File: config.mk
export PLATFORM = sky130hd
export DESIGN_NAME = bit_serial_adder_flat
export DESIGN_NICKNAME = d
export VERILOG_FILES = /design/src/rtl/bit_serial_adder_pkg.sv /design/src/rtl/bit_serial_adder_if.sv /design/src/rtl/full_adder.sv /design/src/rtl/bit_serial_adder.sv /design/src/flat_wrapper.sv
export SDC_FILE = /design/constraint.sdc
export NUM_CORES = 1
export LEC_CHECK = 0
export ABC_CLOCK_PERIOD_IN_PS = 1600
export CAP_MARGIN = 20
export CORE_MARGIN = 2
export CORE_UTILIZATION = 51
export DETAILED_ROUTE_END_ITERATION = 10
export PLACE_DENSITY = 0.89
export REMOVE_ABC_BUFFERS = 1
export SETUP_SLACK_MARGIN = 0.4
export SKIP_CTS_REPAIR_TIMING = 1
export SLEW_MARGIN = 5
export SYNTH_ARGS = -nofsm -noshare
export SYNTH_HDL_FRONTEND = slang
export SYNTH_SLANG_ARGS = --single-unit
export TNS_END_PERCENT = 10
File: constraint.sdc
create_clock -name clk -period 1.6 [get_ports clk]
set_clock_uncertainty 0.05 [all_clocks]
set_input_delay 0.24 -clock clk [delete_from_list [all_inputs] [get_ports clk]]
set_output_delay 0.24 -clock clk [all_outputs]
set_load 0.1 [all_outputs]
File: src/rtl/bit_serial_adder_pkg.sv
// Shared constants for the bit-serial adder: FSM state encoding and default width.
package adder_pkg;

    typedef enum logic [1:0] {
        IDLE = 2'd0,
        RUN  = 2'd1,
        DONE = 2'd2
    } state_t;

    localparam int ADD_W = 8;

endpackage

File: src/rtl/bit_serial_adder_if.sv
// Start/done handshake bundle of the bit-serial adder: operands in, result and status out.
import adder_pkg::*;

interface bit_serial_adder_if #(
    parameter int WIDTH = ADD_W
);
    logic             start;
    logic [WIDTH-1:0] a;
    logic [WIDTH-1:0] b;
    logic             cin;
    logic             busy;
    logic             done;
    logic [WIDTH-1:0] sum;
    logic             cout;

    modport master (
        output start, a, b, cin,
        input  busy, done, sum, cout
    );

    modport slave (
        input  start, a, b, cin,
        output busy, done, sum, cout
    );
endinterface

File: src/rtl/full_adder.sv
// One-bit gate-level full adder; the single arithmetic cell reused every cycle by the serial adder.
module full_adder (
    input  logic a,
    input  logic b,
    input  logic cin,
    output logic sum,
    output logic cout
);
    logic ab_x;
    logic ab_a;
    logic cx_a;

    xor g_x0 (ab_x, a, b);
    xor g_x1 (sum, ab_x, cin);
    and g_a0 (ab_a, a, b);
    and g_a1 (cx_a, ab_x, cin);
    or  g_o0 (cout, ab_a, cx_a);
endmodule

File: src/rtl/bit_serial_adder.sv
// Bit-serial adder: one full_adder cell processes operands LSB first, one bit per clock,
// with the carry fed back through c_q; results are registered on completion.
import adder_pkg::*;

module bit_serial_adder #(
    parameter int WIDTH = ADD_W
) (
    input logic               clk,
    input logic               rst,
    bit_serial_adder_if.slave bus
);
    localparam int CW = $clog2(WIDTH + 1);

    state_t           state;
    logic [WIDTH-1:0] a_sr;
    logic [WIDTH-1:0] b_sr;
    logic [WIDTH-1:0] s_sr;
    logic             c_q;
    logic [CW-1:0]    cnt;
    logic             busy_q;
    logic             done_q;
    logic [WIDTH-1:0] sum_q;
    logic             cout_q;

    logic             fa_sum;
    logic             fa_cout;
    logic [WIDTH:0]   s_ext;
    logic [WIDTH-1:0] s_next;

    full_adder u_fa (
        .a   (a_sr[0]),
        .b   (b_sr[0]),
        .cin (c_q),
        .sum (fa_sum),
        .cout(fa_cout)
    );

    // Written as a wide shift so WIDTH=1 needs no empty slice.
    always_comb begin
        s_ext  = {fa_sum, s_sr};
        s_next = s_ext[WIDTH:1];
    end

    always_ff @(posedge clk) begin
        if (rst) begin
            state  <= IDLE;
            a_sr   <= '0;
            b_sr   <= '0;
            s_sr   <= '0;
            c_q    <= 1'b0;
            cnt    <= '0;
            busy_q <= 1'b0;
            done_q <= 1'b0;
            sum_q  <= '0;
            cout_q <= 1'b0;
        end else begin
            case (state)
                IDLE, DONE: begin
                    done_q <= 1'b0;
                    if (bus.start) begin
                        a_sr   <= bus.a;
                        b_sr   <= bus.b;
                        c_q    <= bus.cin;
                        s_sr   <= '0;
                        cnt    <= '0;
                        busy_q <= 1'b1;
                        state  <= RUN;
                    end else begin
                        busy_q <= 1'b0;
                        state  <= IDLE;
                    end
                end
                RUN: begin
                    s_sr <= s_next;
                    c_q  <= fa_cout;
                    a_sr <= a_sr >> 1;
                    b_sr <= b_sr >> 1;
                    cnt  <= cnt + CW'(1);
                    // Last bit: publish the sum including this cycle's bit.
                    if (cnt == CW'(WIDTH - 1)) begin
                        sum_q  <= s_next;
                        cout_q <= fa_cout;
                        done_q <= 1'b1;
                        busy_q <= 1'b0;
                        state  <= DONE;
                    end
                end
                default: begin
                    busy_q <= 1'b0;
                    done_q <= 1'b0;
                    state  <= IDLE;
                end
            endcase
        end
    end

    assign bus.busy = busy_q;
    assign bus.done = done_q;
    assign bus.sum  = sum_q;
    assign bus.cout = cout_q;
endmodule

File: src/flat_wrapper.sv
// flat-port wrapper written by rule: the top's interface ports become plain ports
module bit_serial_adder_flat 
#(
    parameter int WIDTH = ADD_W
)
  (clk, rst, bus_start, bus_a, bus_b, bus_cin, bus_busy, bus_done, bus_sum, bus_cout);
  bit_serial_adder_if #(.WIDTH(WIDTH)) bus_i ();
  input logic clk;
  input logic rst;
  input wire logic [$bits(bus_i.start)-1:0] bus_start;
  input wire logic [$bits(bus_i.a)-1:0] bus_a;
  input wire logic [$bits(bus_i.b)-1:0] bus_b;
  input wire logic [$bits(bus_i.cin)-1:0] bus_cin;
  output wire logic [$bits(bus_i.busy)-1:0] bus_busy;
  output wire logic [$bits(bus_i.done)-1:0] bus_done;
  output wire logic [$bits(bus_i.sum)-1:0] bus_sum;
  output wire logic [$bits(bus_i.cout)-1:0] bus_cout;
  assign bus_i.start = bus_start;
  assign bus_i.a = bus_a;
  assign bus_i.b = bus_b;
  assign bus_i.cin = bus_cin;
  assign bus_busy = bus_i.busy;
  assign bus_done = bus_i.done;
  assign bus_sum = bus_i.sum;
  assign bus_cout = bus_i.cout;
  bit_serial_adder #(.WIDTH(WIDTH)) u_core (.clk(clk), .rst(rst), .bus(bus_i));
endmodule
==> out/results.tsv <==
metric	value	unit
Hold Slack	0.392	ns
Leak	0.845	nW
IO buf count	30	
synth unique cells	26	
Initial Util	52.4	%
slew at the pin closest to its max-slew limit	0.229	ns
synth top area cells	dfxtp_1, a21oi_1, nand3_1	
Post-Place Worst Slack	-0.0139	ns
initial antenna violation count	0	
Yosys reg bits	41	
worst path arrival time	1.50	ns
YS warnings	0	
detailed placement HPWL	2.46	mm
cell taking the most area after synthesis	dfxtp_1	
vias	1442	
met2 WL	1.91	mm
Seq/Total Area, Yosys	47.3	%
Synth top area share	47.3	%
Ports	31	
met3 WL	162	um
share of cells above drive strength 1	20.9	%
Pwr Density	793	nW/um^2
Metal-1 WL	1.47	mm
die span in y	62.3	um
gpl congestion	0.766	
Final Hold Viols	0	
crit path capture type	flip-flop	
maximum clock path buffer count	2	
status	completed	
Total GRT Usage	18.7	%
die area	3890	um^2
cells along the critical path	nand2b_4 -> mux2_4 -> a211oi_2	
Mapped Cells	184	
Max H-tree Level	2	
first drt pass iteration count	5	
largest net degree at the start of global routing	22	
Critical path buffers and inverters	0	
WL final	3.59	mm
Slew Viols, Final	0	
clock root buffer	clkbuf_4	
row cnt	21	
area grow syn2layout	32.9	%
Starting DRT DRC Count	59	
Antenna Cells	0	
Core Area	3310	um^2
clock-pin slew on the worst setup and hold paths	0.11	ns
Setup CP Type	flip-flop to flip-flop	
RSZ-0062 raised after global routing	yes	
startpoint types	flip-flop	
fill cell count	268	
# setup viols final	0	
WL per Instance	13.5	um
first-pass GRT wire length	5.84	mm
worst hold-check path type	input port to flip-flop	
relative slew slack	84.7	%
Worst-Skew Late Latency	0.35	ns
commonest non-fill, non-tap cell in the layout	dfxtp_1	
fmax	780	MHz
Final nets	243	
Die Span X	62.3	um
Post-Synthesis Cell Area	1740	um^2
total congestion overflow	0	
worst-path maximum fanout	9	
Largest stage delay, worst path	0.35	ns
clk sinks	41	
post-layout min period	1.28	ns
final period utilization	80.1	%
number of global-route vias before repair	1441	
CTS Buf Count	5	
Post-route DRC	0	
family with the most delay on the worst path	flip-flops	
uppermost metal layer occupied by signal nets	met4	
Final ANT Viol Nets	0	
vias per cell	5.42	
Syn Area/Cell	9.43	um^2
Req. time, crit path	1.82	ns
TritonCTS clock tree	built	
worst setup margin	0.319	ns
most frequent cells in the layout	dfxtp_1, a21oi_1, nand3_1, nand2b_1, clkdlybuf4s50_1	
Worst path slowest cell	dfxtp_1	
VDD IR max	483	uV
Max Cap Viol	0	
-- flip-flops by register name (all words and copies together) (netlist names) --
register	count
u_core.bus.done	1
u_core.bus.busy	1
u_core.s_sr	7
u_core.state	2
u_core.cnt	4
u_core.bus.sum	8
u_core.c_q	1
u_core.a_sr	8
u_core.bus.cout	1
u_core.b_sr	8
-- tightest hold or removal path, stage by stage --
cell	delay [ns]
clkdlybuf4s50_1	0.40
nand2_1	0.06
a21oi_1	0.05
-- per-layer routing --
metal | up-vias | global-route usage [%]
met4 | 0 | 10.0
met2 | 45 | 34.5
met3 | 6 | 3.80
li1 | 719 | -
met5 | - | 0
met1 | 672 | 19.9
-- worst paths after layout --
| kind | endpoint | cells past startpoint | startpoint | slack [ns] |
|---|---|---|---|---|
| setup / recovery | u_core.cnt[2] | 3 | u_core.state[1] | 0.32 |
| hold / removal | u_core.b_sr[7] | 3 | bus_b[7] | 0.39 |
| setup reg to reg | u_core.cnt[2] | 3 | u_core.state[1] | 0.32 |
| hold reg to reg | u_core.a_sr[7] | 2 | u_core.a_sr[7] | 0.42 |
-- cell families (layout without fill, tap and decap cells) --
family | count (synthesis) | in the layout | share of synthesized area (%)
AND/OR/NAND/NOR | 67 | 68 | 21.8
AO/OA/AOI/OAI | 46 | 46 | 16.0
flip-flops | 41 | 41 | 47.3
buffers and inverters | 17 | 52 | 6.13
multiplexers | 11 | 11 | 6.92
adder cells (fa/ha/maj) | 2 | 2 | 1.87
-- stage by stage --
step	util [%]	total power [mW]	std cells	area [um^2]	setup TNS [ns]
detailed placement	66.2	1.37	256	2190	-0.0222
finish	69.7	1.83	266	2310	0
global route	69.7	1.91	266	2310	0
floorplan	-	1.23	168	1630	0
CTS	67.5	1.82	262	2230	0
global placement	66.2	1.36	256	2190	0
-- cell type report --
type	instances	area, um^2	area share (%)
Sequential cell	41	832	36.1
Clock inverter	1	5.00	0.217
Multi-Input combinational cell	127	848	36.8
Timing Repair Buffer	45	523	22.7
Clock buffer	5	37.5	1.63
Inverter	1	3.75	0.163
Tap cell	46	57.6	2.49
-- report_power, final --
| part | leakage [nW] | switching (mW) | internal, mW |
|---|---|---|---|
| clock network | 0.0269 | 0.314 | 0.153 |
| logic | 0.482 | 0.143 | 0.135 |
| registers | 0.336 | 0.0273 | 1.06 |
| total | 0.845 | 0.484 | 1.35 |
-- synthesized netlist by cell type (all sizes together) --
cell    number
fa           1
clkbuf       4
nand2       10
nand3       27
mux2         2
nor2b        1
ha           1
and2b        1
nand2b      21
nor3         1
a211oi       2
nand3b       1
inv          1
nor3b        1
buf         12
a22oi       15
nor2         3
nand4        1
dfxtp       41
mux2i        9
a21oi       29
No activity file was read; power rests on OpenSTA's default activity.
